`src/rtl/gsm_pkg.sv`:
```
// Shared codes for the gsm event sequencer: command flags, gsm state codes and
// the handshake FSM state type.
package gsm_pkg;

  localparam logic [3:0] FLAG_NONE        = 4'b0000;
  localparam logic [3:0] FLAG_SCORE_INC   = 4'b0001;
  localparam logic [3:0] FLAG_LIFE_DEC    = 4'b0010;
  localparam logic [3:0] FLAG_PAUSE       = 4'b0100;
  localparam logic [3:0] FLAG_RESUME      = 4'b0101;
  localparam logic [3:0] FLAG_TO_READY    = 4'b1000;
  localparam logic [3:0] FLAG_TO_PLAYING  = 4'b1010;
  localparam logic [3:0] FLAG_STAGE_CLEAR = 4'b1100;
  localparam logic [3:0] FLAG_GAME_OVER   = 4'b1101;
  localparam logic [3:0] FLAG_GAME_CLEAR  = 4'b1110;
  localparam logic [3:0] FLAG_RESET       = 4'b1111;

  localparam logic [2:0] GSM_READY       = 3'd0;
  localparam logic [2:0] GSM_PLAYING     = 3'd1;
  localparam logic [2:0] GSM_PAUSED      = 3'd2;
  localparam logic [2:0] GSM_STAGE_CLEAR = 3'd3;
  localparam logic [2:0] GSM_GAME_OVER   = 3'd4;
  localparam logic [2:0] GSM_GAME_CLEAR  = 3'd5;

  typedef enum logic [1:0] {
    SEQ_IDLE,
    SEQ_ISSUE,
    SEQ_RELEASE
  } seq_state_t;

endpackage

```
`src/rtl/gsm_event_sequencer_if.sv`:
```
// Command handshake and status bus between the event sequencer (master) and
// the game state manager (slave).
interface gsm_event_sequencer_if;
  logic [3:0] flag;
  logic       trig;
  logic       done;
  logic [6:0] timer;
  logic [2:0] state;
  logic [1:0] stage;
  logic [1:0] lives;
  logic [9:0] score;

  modport master (output flag, trig, input done, timer, state, stage, lives, score);
  modport slave  (input flag, trig, output done, timer, state, stage, lives, score);
endinterface

```
`src/rtl/sat_pend_counter.sv`:
```
// Saturating pending-event counter; a simultaneous inc and dec cancel out.
module sat_pend_counter #(
  parameter int CNT_W = 4
) (
  input  logic             clk,
  input  logic             rst,
  input  logic             inc,
  input  logic             dec,
  input  logic             clr,
  output logic [CNT_W-1:0] cnt,
  output logic             nz
);

  localparam logic [CNT_W-1:0] CNT_MAX = '1;

  always_ff @(posedge clk or posedge rst) begin
    if (rst)
      cnt <= '0;
    else if (clr)
      cnt <= '0;
    else if (inc && !dec && cnt != CNT_MAX)
      cnt <= cnt + CNT_W'(1);
    else if (dec && !inc && cnt != '0)
      cnt <= cnt - CNT_W'(1);
  end

  assign nz = |cnt;

endmodule

```
`src/rtl/gsm_event_sequencer.sv`:
```
// Buffers gameplay events and issues one gsm command at a time over a
// trig/done handshake.
//   state        | meaning
//   SEQ_IDLE     | pick the highest-priority pending command, latch flag
//   SEQ_ISSUE    | trig high, wait for done or timeout
//   SEQ_RELEASE  | trig low, wait for done to drop
module gsm_event_sequencer
  import gsm_pkg::*;
#(
  parameter int CNT_W        = 4,
  parameter int SCORE_TARGET = 10,
  parameter int NUM_STAGES   = 3,
  parameter int TIMEOUT      = 255
) (
  input  logic                  clk_1mhz,
  input  logic                  rst,
  input  logic                  hit_pulse,
  input  logic                  miss_pulse,
  input  logic                  start_pulse,
  input  logic                  pause_pulse,
  gsm_event_sequencer_if.master gsm,
  output logic                  busy,
  output logic                  err
);

  localparam int TMO_W = $clog2(TIMEOUT + 1);

  seq_state_t       seq_state;
  logic [3:0]       flag_q;
  logic             trig_q;
  logic             start_pend, pause_pend;
  logic [TMO_W-1:0] tmo_cnt;

  logic             playing, clr_pend, score_met, last_stage;
  logic [11:0]      target;
  logic             hit_nz, miss_nz;
  logic [CNT_W-1:0] hit_cnt, miss_cnt;
  logic             unused_cnt_bits;

  logic             cmd_valid, take_start, take_pause, take_hit, take_miss;
  logic [3:0]       cmd_flag;

  assign playing    = (gsm.state == GSM_PLAYING);
  // Events only count toward play; anything caught outside PLAYING is dropped.
  assign clr_pend   = ~playing;
  assign target     = 12'(SCORE_TARGET) * (12'(gsm.stage) + 12'd1);
  assign score_met  = ({2'b00, gsm.score} >= target);
  assign last_stage = (gsm.stage == 2'(NUM_STAGES - 1));
  assign unused_cnt_bits = ^{hit_cnt, miss_cnt};

  sat_pend_counter #(.CNT_W(CNT_W)) u_hit_cnt (
    .clk(clk_1mhz), .rst(rst), .inc(hit_pulse), .dec(take_hit), .clr(clr_pend),
    .cnt(hit_cnt), .nz(hit_nz)
  );

  sat_pend_counter #(.CNT_W(CNT_W)) u_miss_cnt (
    .clk(clk_1mhz), .rst(rst), .inc(miss_pulse), .dec(take_miss), .clr(clr_pend),
    .cnt(miss_cnt), .nz(miss_nz)
  );

  always_comb begin
    cmd_valid  = 1'b0;
    cmd_flag   = FLAG_NONE;
    take_start = 1'b0;
    take_pause = 1'b0;
    take_hit   = 1'b0;
    take_miss  = 1'b0;
    if (seq_state == SEQ_IDLE) begin
      if (start_pend) begin
        take_start = 1'b1;
        case (gsm.state)
          GSM_READY, GSM_STAGE_CLEAR: begin cmd_valid = 1'b1; cmd_flag = FLAG_TO_PLAYING; end
          GSM_GAME_OVER, GSM_GAME_CLEAR: begin cmd_valid = 1'b1; cmd_flag = FLAG_RESET; end
          default: ;
        endcase
      end else if (playing && gsm.lives == 2'd0) begin
        cmd_valid = 1'b1;
        cmd_flag  = FLAG_GAME_OVER;
      end else if (playing && gsm.timer == 7'd0) begin
        cmd_valid = 1'b1;
        if (!score_met)     cmd_flag = FLAG_GAME_OVER;
        else if (last_stage) cmd_flag = FLAG_GAME_CLEAR;
        else                cmd_flag = FLAG_STAGE_CLEAR;
      end else if (playing && miss_nz) begin
        cmd_valid = 1'b1;
        cmd_flag  = FLAG_LIFE_DEC;
        take_miss = 1'b1;
      end else if (playing && hit_nz) begin
        cmd_valid = 1'b1;
        cmd_flag  = FLAG_SCORE_INC;
        take_hit  = 1'b1;
      end else if (pause_pend) begin
        take_pause = 1'b1;
        if (playing) begin
          cmd_valid = 1'b1; cmd_flag = FLAG_PAUSE;
        end else if (gsm.state == GSM_PAUSED) begin
          cmd_valid = 1'b1; cmd_flag = FLAG_RESUME;
        end
      end
    end
  end

  always_ff @(posedge clk_1mhz or posedge rst) begin
    if (rst) begin
      seq_state  <= SEQ_IDLE;
      flag_q     <= FLAG_NONE;
      trig_q     <= 1'b0;
      busy       <= 1'b0;
      err        <= 1'b0;
      start_pend <= 1'b0;
      pause_pend <= 1'b0;
      tmo_cnt    <= '0;
    end else begin
      start_pend <= (start_pend & ~take_start) | start_pulse;
      pause_pend <= (pause_pend & ~take_pause) | pause_pulse;
      case (seq_state)
        SEQ_IDLE: if (cmd_valid) begin
          flag_q    <= cmd_flag;
          trig_q    <= 1'b1;
          busy      <= 1'b1;
          tmo_cnt   <= TMO_W'(TIMEOUT - 1);
          seq_state <= SEQ_ISSUE;
        end
        SEQ_ISSUE: begin
          if (gsm.done) begin
            trig_q    <= 1'b0;
            seq_state <= SEQ_RELEASE;
          end else if (tmo_cnt == '0) begin
            err       <= 1'b1;
            trig_q    <= 1'b0;
            seq_state <= SEQ_RELEASE;
          end else begin
            tmo_cnt <= tmo_cnt - TMO_W'(1);
          end
        end
        SEQ_RELEASE: if (!gsm.done) begin
          busy      <= 1'b0;
          seq_state <= SEQ_IDLE;
        end
        default: seq_state <= SEQ_IDLE;
      endcase
    end
  end

  assign gsm.flag = flag_q;
  assign gsm.trig = trig_q;

endmodule

```
`src/flat_wrapper.sv`:
```
// flat-port wrapper written by rule: the top's interface ports become plain ports
module gsm_event_sequencer_flat import gsm_pkg::*;
#(
  parameter int CNT_W        = 4,
  parameter int SCORE_TARGET = 10,
  parameter int NUM_STAGES   = 3,
  parameter int TIMEOUT      = 255
)
  (clk_1mhz, rst, hit_pulse, miss_pulse, start_pulse, pause_pulse, busy, err, gsm_flag, gsm_trig, gsm_done, gsm_timer, gsm_state, gsm_stage, gsm_lives, gsm_score);
  gsm_event_sequencer_if gsm_i ();
  input  logic clk_1mhz;
  input  logic rst;
  input  logic hit_pulse;
  input  logic miss_pulse;
  input  logic start_pulse;
  input  logic pause_pulse;
  output logic busy;
  output logic err;
  output wire logic [$bits(gsm_i.flag)-1:0] gsm_flag;
  output wire logic [$bits(gsm_i.trig)-1:0] gsm_trig;
  input wire logic [$bits(gsm_i.done)-1:0] gsm_done;
  input wire logic [$bits(gsm_i.timer)-1:0] gsm_timer;
  input wire logic [$bits(gsm_i.state)-1:0] gsm_state;
  input wire logic [$bits(gsm_i.stage)-1:0] gsm_stage;
  input wire logic [$bits(gsm_i.lives)-1:0] gsm_lives;
  input wire logic [$bits(gsm_i.score)-1:0] gsm_score;
  assign gsm_flag = gsm_i.flag;
  assign gsm_trig = gsm_i.trig;
  assign gsm_i.done = gsm_done;
  assign gsm_i.timer = gsm_timer;
  assign gsm_i.state = gsm_state;
  assign gsm_i.stage = gsm_stage;
  assign gsm_i.lives = gsm_lives;
  assign gsm_i.score = gsm_score;
  gsm_event_sequencer #(.CNT_W(CNT_W), .SCORE_TARGET(SCORE_TARGET), .NUM_STAGES(NUM_STAGES), .TIMEOUT(TIMEOUT)) u_core (.clk_1mhz(clk_1mhz), .rst(rst), .hit_pulse(hit_pulse), .miss_pulse(miss_pulse), .start_pulse(start_pulse), .pause_pulse(pause_pulse), .gsm(gsm_i), .busy(busy), .err(err));
endmodule
```
`config.mk`:
```
export PLATFORM = sky130hd
export DESIGN_NAME = gsm_event_sequencer_flat
export DESIGN_NICKNAME = d
export VERILOG_FILES = /design/src/rtl/gsm_pkg.sv /design/src/rtl/gsm_event_sequencer_if.sv /design/src/rtl/sat_pend_counter.sv /design/src/rtl/gsm_event_sequencer.sv /design/src/flat_wrapper.sv
export SDC_FILE = /design/constraint.sdc
export NUM_CORES = 1
export LEC_CHECK = 0
export CAP_MARGIN = 20
export CELL_PAD_IN_SITES_DETAIL_PLACEMENT = 0
export CELL_PAD_IN_SITES_GLOBAL_PLACEMENT = 1
export CORE_MARGIN = 1
export CORE_UTILIZATION = 43
export CTS_CLUSTER_DIAMETER = 150
export DETAILED_ROUTE_END_ITERATION = 16
export HOLD_SLACK_MARGIN = 0.03
export PLACE_DENSITY = 0.84
export SETUP_SLACK_MARGIN = 0.4
export SLEW_MARGIN = 20
export SYNTH_ARGS = -nofsm -noshare
export SYNTH_HDL_FRONTEND = slang
export SYNTH_SLANG_ARGS = --single-unit
```
`constraint.sdc`:
```
create_clock -name clk_1mhz -period 5.9 [get_ports clk_1mhz]
set_clock_uncertainty 0.05 [all_clocks]
set_input_delay 1.18 -clock clk_1mhz [delete_from_list [all_inputs] [get_ports clk_1mhz]]
set_output_delay 1.18 -clock clk_1mhz [all_outputs]
set_load 0.05 [all_outputs]
```
* Word-level counts from Yosys, hierarchy flattened
Cells that the tools add are included.
** Cells by class
- Add/subtract/negate cells :: 6
- Multipliers :: 1
- Order comparisons :: 1
- Eq/ne operators :: 17
- Muxes and demuxes :: 62
- Bitwise operators :: 7
- Reduce and logical (&&, ||, !) cells :: 36
** Operator list (number)
- two-way mux 4 bit :: 14
- two-way mux 1 bit :: 34
- two-way mux 8 bit :: 3
- one-hot mux 8 bit (2 select lines) :: 1
- greater-or-equal comparator 10 x 12 -> 1 bit :: 1
- logical AND 1 bit :: 12
- multiplier 3 x 12 -> 11 bit, first input constant :: 1
- AND reduction 3 bit :: 4
- OR reduction 4 bit :: 3
- two-way mux 2 bit :: 5
- adder 4 x 1 -> 4 bit, second input constant :: 2
- zero test 8 bit :: 1
- != test 4 bit, second input constant :: 2
- one-hot mux 4 bit (2 select lines) :: 1
- nonzero test 4 bit :: 2
- subtractor 4 x 1 -> 4 bit, second input constant :: 2
- subtractor 8 x 1 -> 8 bit, second input constant :: 1
- zero test 7 bit :: 1
- == test 3 x 2 -> 1 bit, second input constant :: 2
- == test 3 bit, second input constant :: 2
- != test 2 bit, second input constant :: 3
- != test 3 bit, second input constant :: 2
- one-hot mux 2 bit (3 select lines) :: 1
- == test 2 bit, second input constant :: 2
- other kinds (17) :: 28
** Word-level totals
- Bits in registers :: 27
- Input port bits :: 31
- Output and inout bits :: 7

* Longest topological paths before layout
Gate-level depths: netlist of run 1.
- Word-level depth :: 13
- Depth in mapped cells :: 13

* Cells and area by module
A second synthesis of run 1 with hierarchy kept.
** Second synthesis, totals
- Cell total of the unflattened synthesis :: 212
- Area, all modules :: 2084.5 um2
** By module, submodules not included
- gsm_event_sequencer :: instances 1, cells each 150, area each 1403.8 um2
- sat_pend_counter :: instances 2, cells each 31, area each 340.3 um2

* Least setup slack after synthesis of run 1
Ideal clock, no wire load.
- Kind :: input-to-reg
- Start point :: input gsm_state[2]
- End point :: register u_core.u_miss_cnt.cnt[3]
- Library setup time :: 0.104 ns
- Arrival time :: 3.125 ns
- Required time :: 5.746 ns
- Slack :: 2.621 ns
- Stages on the path :: 11
- Buffers on the path :: 1
- Path through :: or3b_1 clkbuf_4 nor2_1 a31oi_1 inv_1 ha_1 a21o_2 a21oi_1 xnor2_1 nand4_1 o311ai_1
** Between the ends
- Word-level cells in the longest chain between the ends :: 12
- Elaborated cells on any way between the ends :: 17
- Those cells by class :: 2 x eq/ne; 7 x mux; 8 x reduce/logical
** RTL lines
- from (decl) :: RTL line flat_wrapper.sv:23 : input wire logic [$bits(gsm_i.state)-1:0] gsm_state;
- == test 3 x 1 -> 1 bit (*) :: RTL line gsm_event_sequencer.sv:43 : assign playing = (gsm.state == GSM_PLAYING);
- logical AND 1 bit :: RTL line gsm_event_sequencer.sv:84 : end else if (playing && miss_nz) begin
- two-way mux 1 bit :: RTL line gsm_event_sequencer.sv:84
- two-way mux 1 bit :: RTL line gsm_event_sequencer.sv:79 : end else if (playing && gsm.timer == 7'd0) begin
- two-way mux 1 bit :: RTL line gsm_event_sequencer.sv:76 : end else if (playing && gsm.lives == 2'd0) begin
- two-way mux 1 bit :: RTL line gsm_event_sequencer.sv:69 : if (start_pend) begin
- two-way mux 1 bit :: RTL line gsm_event_sequencer.sv:68 : if (seq_state == SEQ_IDLE) begin
- zero test 1 bit :: RTL line sat_pend_counter.sv:21 : else if (inc && !dec && cnt != CNT_MAX)
- logical AND 1 bit (2 in a row) :: RTL line sat_pend_counter.sv:21
- two-way mux 4 bit :: RTL line sat_pend_counter.sv:21
- two-way mux 4 bit :: RTL line sat_pend_counter.sv:19 : else if (clr)
- to (signal assigned) :: RTL line sat_pend_counter.sv:22 : cnt <= cnt + CNT_W'(1);
- to (signal assigned) :: RTL line sat_pend_counter.sv:24 : cnt <= cnt - CNT_W'(1);
- to (decl) :: RTL line sat_pend_counter.sv:10 : output logic [CNT_W-1:0] cnt,
Every way passes the cells marked *; elsewhere a longest branch is shown, timed or not.
A chain may end at the register's enable or synchronous reset.

* Worst setup path after layout of run 1
- Start point :: input gsm_state[2]
- End point :: register u_core.u_hit_cnt.cnt[3]
** Between the ends
- Word-level cells in the longest chain between the ends :: 13
- Elaborated cells on any way between the ends :: 19
- Those cells by class :: 2 x eq/ne; 8 x mux; 9 x reduce/logical
** RTL lines
- == test 3 x 1 -> 1 bit (*) :: RTL line gsm_event_sequencer.sv:43
- logical AND 1 bit :: RTL line gsm_event_sequencer.sv:88 : end else if (playing && hit_nz) begin
- two-way mux 1 bit :: RTL line gsm_event_sequencer.sv:88
- two-way mux 1 bit :: RTL line gsm_event_sequencer.sv:84
- two-way mux 1 bit :: RTL line gsm_event_sequencer.sv:79
- two-way mux 1 bit :: RTL line gsm_event_sequencer.sv:76
- two-way mux 1 bit :: RTL line gsm_event_sequencer.sv:69
- two-way mux 1 bit :: RTL line gsm_event_sequencer.sv:68
- zero test 1 bit :: RTL line sat_pend_counter.sv:21
- logical AND 1 bit (2 in a row) :: RTL line sat_pend_counter.sv:21
- two-way mux 4 bit :: RTL line sat_pend_counter.sv:21
- two-way mux 4 bit :: RTL line sat_pend_counter.sv:19
- to (signal assigned) :: RTL line sat_pend_counter.sv:22
- to (signal assigned) :: RTL line sat_pend_counter.sv:24
- to (decl) :: RTL line sat_pend_counter.sv:10
Marks and branches as above.

==> reports/qor.yml, run 1 <==
status:
  status: "finished, final reports clean"
cts:
  cts_tree: "yes"
  clkLatencyLatePin_ps: 280
  clock_sinks: 27
  clkSlewWorstSetupHoldPaths_ps: 100
  postCtsHoldBufs: 0
  clock_path_buffers: 2
  post_cts_buffers: 0
  cts.root.buffer_cell: "clkbuf_8"
  numCtsBuffers: 3
  cts.repair.resized: 0
  ctsHtreeMaxLevel: 1
detailed_routing:
  wl_met3_um: 204
  wire_per_inst_um: 13.2
  via_per_inst: 5.32
  dr.pass1.iters: 4
  wl_met2_mm: 1.80
  ant_nets: 0
  drc: 0
  routed_wl_mm: 4.00
  drt-met1-wl_mm: 1.95
  drtIter0Drc: 51
  vias: 1608
  dr.max_layer_used: "met4"
finish:
  drive_gt1_frac: 0.0760
  mostFrequentLayoutCell: "clkdlybuf4s50_1"
  num-fill-cells: 417
  mostFrequentLayoutCells: "clkdlybuf4s50_1 (37), dfrtp_1 (27), nand2_1 (22), nor2_1 (21), inv_1 (18)"
  nNetsFinal: 300
  diodes: 0
  syn2layout_area_growth_pct: 21.1
die:
  io_pins: 38
  die-area_um2: 4920
  fp.dieW_um: 70.1
  dieHeight_um: 70.1
  core_um2: 4410
  start_util: 0.452
  rows: 24
synth:
  post-synth-top-area-cell: "dfrtp_1"
  synth_adder_area_share: 0.120
  yosys.area_share.xor_xnor: 0.0527
  synthTopCellsByArea: "dfrtp_1 (34%), ha_1 (10%), nand2_1 (4.1%)"
  synth_flop_cell: "dfrtp_1"
  yosysTopAreaCellShare: 0.339
  async_flop_share: 1.00
  postSynthAreaPerCell_um2: 9.24
  synthSimpleGateAreaFrac: 0.221
  yosysSeqAreaShare: 0.339
  synthDistinctLibCells: 54
  synthMuxAreaShare: 0.0451
  synth_cells: 216
  synthesis.nets: 265
  synth_edf_count: 0
  synth_compound_area_frac: 0.156
  syn_area_um2: 2000
  synth-seq-cells: 27
  synth_top_family_by_area: "simple AND/OR/NAND/NOR gates"
  ys_warn_count: 0
global_route:
  grt_pass1_wl_mm: 7.07
  grt_start_max_net_pins: 28
  overflow: 0
  grtUsageTotal: 0.178
  first_global_vias: 1577
  antenna_found_initial: 0
timing:
  fin_tns_setup_ps: 0
  slew_headroom: 0.450
  fin_crit_sh: 0.659
  slew_viol_final: 0
  hold_viol: 0
  period_needed_ps: 3890
  fmax_mhz: 257
  rsz0062_at_grt: "false"
  tightest_slew_ps: 819
  finalSetupViolations: 0
critical_path:
  worstPathArrival_ps: 4000
  endpoint_kind: "register"
  worstSetupPathType: "in -> reg"
  required_ps: 6010
  startpoint_type: "input pin"
  worst-path-max-fanout: 15
pwr:
  p_per_area_nw_per_um2: 274
  p_leak_nw: 1.01
  peakVddDrop_uv: 204
  power_mw: 0.662
min_path:
  holdCritPathClass: "reg -> reg"
placed_design:
  place.gp.congestion: 0.793
  port_buffers: 37
  dpl.hpwl_mm: 3.07
job:
  max_cap_violations: 0
## sequential cells by signal, indices dropped and copies added (netlist names)
| register | flops |
|---|---|
| u_core.u_miss_cnt.cnt | 4 |
| u_core.tmo_cnt | 8 |
| u_core.gsm.trig | 1 |
| u_core.pause_pend | 1 |
| u_core.err | 1 |
| u_core.gsm.flag | 4 |
| u_core.u_hit_cnt.cnt | 4 |
| u_core.seq_state | 2 |
| u_core.busy | 1 |
| u_core.start_pend | 1 |
## cell usage after synthesis (2+ instances only)
cell,number
fa_1,2
xnor2_1,7
o21ai_0,9
mux2i_1,2
nand4_1,3
nor2_1,21
a211oi_1,3
nand2b_1,6
dfrtp_1,27
buf_2,2
buf_6,2
a31oi_1,5
nor4_2,4
nor4_1,2
nor3_1,3
nand2_1,22
a211o_1,2
xor2_1,5
nor2b_1,3
nand3_1,11
inv_1,19
a21o_1,3
o21ai_1,2
mux2_1,3
ha_1,16
a21oi_1,4
## worst max-delay path: stages
cell,delay [ps]
clkdlybuf4s50_1,520
or3b_1,660
nor2_1,290
nand3_1,150
nand3_1,180
ha_1,250
a21o_1,170
a21oi_1,170
nor2_1,60
mux2i_1,160
xor2_1,160
nor2_1,50
## worst paths after layout
check / from / to / slack (ps) / cells after the start
worst max-delay path: gsm_state[2] / u_core.u_hit_cnt.cnt[3]$_DFFE_PP0P_ / 2010 / 12
worst min-delay path: u_core.err$_DFFE_PP0P_ / u_core.err$_DFFE_PP0P_ / 430 / 1
worst max register to register: u_core.u_miss_cnt.cnt[0]$_DFFE_PP0P_ / u_core.u_hit_cnt.cnt[3]$_DFFE_PP0P_ / 3110 / 11
worst min register to register: u_core.err$_DFFE_PP0P_ / u_core.err$_DFFE_PP0P_ / 430 / 1
max in group asynchronous: rst / u_core.gsm.flag[1]$_DFFE_PP0P_ / 4200 / 2
min in group asynchronous: rst / u_core.u_hit_cnt.cnt[2]$_DFFE_PP0P_ / 1210 / 2
## power by group
part	switching, mW	internal [mW]
combinational	0.171	0.119
sequential	0.0371	0.225
clock	0.0622	0.0475
total	0.271	0.391
## area by class of cell
class / instances / area [µm²] / area share
inverter: 19 / 71.3 / 0.0295
tap: 52 / 65.1 / 0.0269
clock inverter: 1 / 5.00 / 0.00207
timing repair buffer: 37 / 370 / 0.153
sequential: 27 / 676 / 0.280
clock buffer: 3 / 41.3 / 0.0171
multi-input combinational: 163 / 1190 / 0.491
## cell families after synthesis
| family | count (synthesis) |
|---|---|
| adders and majority gates | 18 |
| and+or+nand+nor | 82 |
| DFF | 27 |
| xor gates and xnor gates | 12 |
| buffers and inverters | 26 |
| AOI/OAI and AO/OA | 44 |
| muxes | 7 |
## through the flow
step                      setup WS [ps]  instance area [µm²]  hold slack, ps  utilization  instances
after global placement             1790                 2370             410        0.537        298
after global routing               1790                 2420             464        0.547        302
after detailed placement           1710                 2370             412        0.537        298
final                              2010                 2420             429        0.547        302
after CTS                          2000                 2420             438        0.547        302
after floorplan                    2620                 2000             433            -        216
## metal layers
layer  up-vias  global-route usage
li1        834                   -
met1       739               0.247
met2        31               0.284
met3         4              0.0375
met4         0              0.0400
met5         -                   0
Power figures use the tool's default switching activity.
==> run 2, diff against run 1 <==
--- a/config.mk
+++ b/config.mk
@@ -9,11 +9,11 @@
 export CELL_PAD_IN_SITES_DETAIL_PLACEMENT = 0
 export CELL_PAD_IN_SITES_GLOBAL_PLACEMENT = 1
 export CORE_MARGIN = 1
-export CORE_UTILIZATION = 43
+export CORE_UTILIZATION = 39
 export CTS_CLUSTER_DIAMETER = 150
 export DETAILED_ROUTE_END_ITERATION = 16
 export HOLD_SLACK_MARGIN = 0.03
-export PLACE_DENSITY = 0.84
+export PLACE_DENSITY = 0.77
 export SETUP_SLACK_MARGIN = 0.4
 export SLEW_MARGIN = 20
 export SYNTH_ARGS = -nofsm -noshare
==> constraint.sdc (replaced) <==
create_clock -name clk_1mhz -period 3.91 [get_ports clk_1mhz]
set_clock_uncertainty 0.05 [all_clocks]
set_input_delay 0.782 -clock clk_1mhz [delete_from_list [all_inputs] [get_ports clk_1mhz]]
set_output_delay 0.782 -clock clk_1mhz [all_outputs]
set_load 0.05 [all_outputs]
==> run 2 against run 1 <==
  * First-iteration DRC count rose by 27%
  * Non-clock buffer count rose by 3
  * Global-route usage fell by 0.88 points
  * Largest cell class unchanged
==> reports/qor.yml, run 2 (synthesized netlist as in run 1, its figures left out) <==
cts:
  numCtsBuffers: 3  # unchanged
  cts.repair.resized: 0  # unchanged
  cts_tree: "yes"
  cts.root.buffer_cell: "clkbuf_8"
  postCtsHoldBufs: 0  # unchanged
  ctsHtreeMaxLevel: 1  # unchanged
  clkLatencyLatePin_ps: 280  # about the same
  clock_path_buffers: 2  # unchanged
  post_cts_buffers: 0  # unchanged
  clkSlewWorstSetupHoldPaths_ps: 100  # about the same
  clock_sinks: 27  # unchanged
detailed_routing:
  drc: 0  # unchanged
  vias: 1662  # +3.4%
  ant_nets: 0  # unchanged
  via_per_inst: 5.19  # -2.5%
  drtIter0Drc: 65  # +27%
  routed_wl_mm: 4.12  # +3.1%
  wire_per_inst_um: 12.9  # -2.7%
  dr.pass1.iters: 4  # unchanged
pwr:
  peakVddDrop_uv: 325  # +59%
  p_clk_frac: 0.161  # -0.005
  p_sw_mw: 0.408  # +51%
  p_leak_nw: 1.02  # +1.3%
  pwr-share-comb: 0.440  # about the same
  p_per_area_nw_per_um2: 407  # +49%
  p_sw_frac: 0.408  # -0.00122
  p_int_mw: 0.592  # +51%
  p_seq_frac: 0.398  # +0.003
finish:
  syn2layout_area_growth_pct: 23.1
  drive_gt1_frac: 0.0870  # +0.0110
  num-fill-cells: 494  # +18%
  fin_area_um2: 2460  # +1.7%
  regArea_um2: 676  # unchanged
  diodes: 0  # unchanged
  multiInputGateArea_um2: 1190  # unchanged
  largest_reg_flops: 8  # unchanged
  mostFrequentLayoutCell: "clkdlybuf4s50_1"
  largest-register: "u_core.tmo_cnt"
  nNetsFinal: 303  # +1.0%
  mostFrequentLayoutCells: "clkdlybuf4s50_1 (37), dfrtp_1 (27), nand2_1 (22), nor2_1 (21), inv_1 (18)"
critical_path:
  worstSetupPathType: "in -> reg"
  startpoint_type: "input pin"
  required_ps: 4040  # -1970 ps
  worst-path-max-fanout: 7  # -8
  worstPathArrival_ps: 3380  # -620 ps
  endpoint_kind: "register"
global_route:
  grtUsageTotal: 0.169  # -0.00878
  grt_start_max_net_pins: 28  # unchanged
  first_global_vias: 1594  # +1.1%
  grt_pass1_wl_mm: 7.12  # +0.78%
  antenna_found_initial: 0  # unchanged
  overflow: 0  # unchanged
timing:
  fin_crit_sh: 0.830
  period_needed_ps: 3250
  fin_tns_setup_ps: 0  # unchanged
  rsz0062_at_grt: "false"
  tightest_slew_ps: 856  # +36.6 ps
  slew_headroom: 0.425  # -0.0246
  fmax_mhz: 308
  hold_viol: 0  # unchanged
  slew_viol_final: 0  # unchanged
  finalSetupViolations: 0  # unchanged
  setup_ws_ps: 664  # -1350 ps
die:
  core_um2: 4820  # +9.1%
  die-area_um2: 5410  # +10%
  fp.dieW_um: 73.5  # +4.9%
  rows: 25  # +4.2%
  start_util: 0.414  # -0.0378
  dieHeight_um: 73.5  # +4.9%
  io_pins: 38  # unchanged
placed_design:
  place_ws_ps: 367  # -1340 ps
  place.gp.congestion: 0.812  # +2.4%
  dpl.hpwl_mm: 3.16  # +2.9%
  post_dp_cell_area_um2: 2410  # +1.7%
  port_buffers: 37  # unchanged
job:
  max_cap_violations: 0  # unchanged
status:
  status: "finished, final reports clean"
min_path:
  holdCritPathClass: "reg -> reg"
[run 2: changes by cell type in the layout (fill, tap and decap cells not counted), sizes merged]
| cell | change |
|---|---|
| buf | +3 |
[run 2: critical path, cell delays in order]
cell and delay [ps]:
clkdlybuf4s50_1 510, or3b_1 430, nor2_1 240, a31oi_1 200
inv_1 120, ha_1 230, a21o_2 200, a21oi_1 260
xnor2_1 160, nand4_1 100, o311ai_1 130
[run 2: metal layers]
metal | GRT usage | wire (µm) | vias to the layer above
met1 | 0.225 | 1990 | 788
met3 | 0.0343 | 241 | 4
met2 | 0.278 | 1850 | 33
met4 | 0.0449 | 41 | 0
met5 | 0 | 0 | -
li1 | - | - | 837
[run 2: power groups by stage]
stage	logic, mW	registers [mW]	clock network (mW)
after floorplan	0.235	0.485	0
after global placement	0.443	0.403	0
after detailed placement	0.445	0.405	0
after CTS	0.447	0.400	0.170
after global routing	0.485	0.407	0.178
final	0.440	0.398	0.161
[run 2: metrics by stage]
stage / power (mW) / hold WS [ps] / util / instances
after floorplan: 0.720 / 433 / - / 216
after global placement: 0.846 / 413 / 0.501 / 316
after detailed placement: 0.850 / 409 / 0.501 / 316
after CTS: 1.02 / 436 / 0.510 / 320
after global routing: 1.07 / 453 / 0.510 / 320
final: 1.00 / 425 / 0.510 / 320
[run 2: final timing paths]
kind / from / endpoint / slack, ps / cells after the start
setup / recovery: gsm_state[2] / u_core.u_miss_cnt.cnt[3]$_DFFE_PP0P_ / 660 / 11
hold / removal: u_core.err$_DFFE_PP0P_ / u_core.err$_DFFE_PP0P_ / 430 / 1
setup reg to reg: u_core.u_miss_cnt.cnt[0]$_DFFE_PP0P_ / u_core.u_miss_cnt.cnt[3]$_DFFE_PP0P_ / 1120 / 9
hold reg to reg: u_core.err$_DFFE_PP0P_ / u_core.err$_DFFE_PP0P_ / 430 / 1
max in group asynchronous: rst / u_core.gsm.flag[2]$_DFFE_PP0P_ / 2600 / 2
min in group asynchronous: rst / u_core.u_hit_cnt.cnt[0]$_DFFE_PP0P_ / 820 / 2
[run 2: layout make-up]
type                    instances  share of cell area
inverters                      19              0.0290
flip-flops and latches         27               0.275
multi-input cells             163               0.483
clock inverters                 1             0.00204
repair buffers                 40               0.160
clock buffers                   3              0.0168
well taps                      67              0.0341
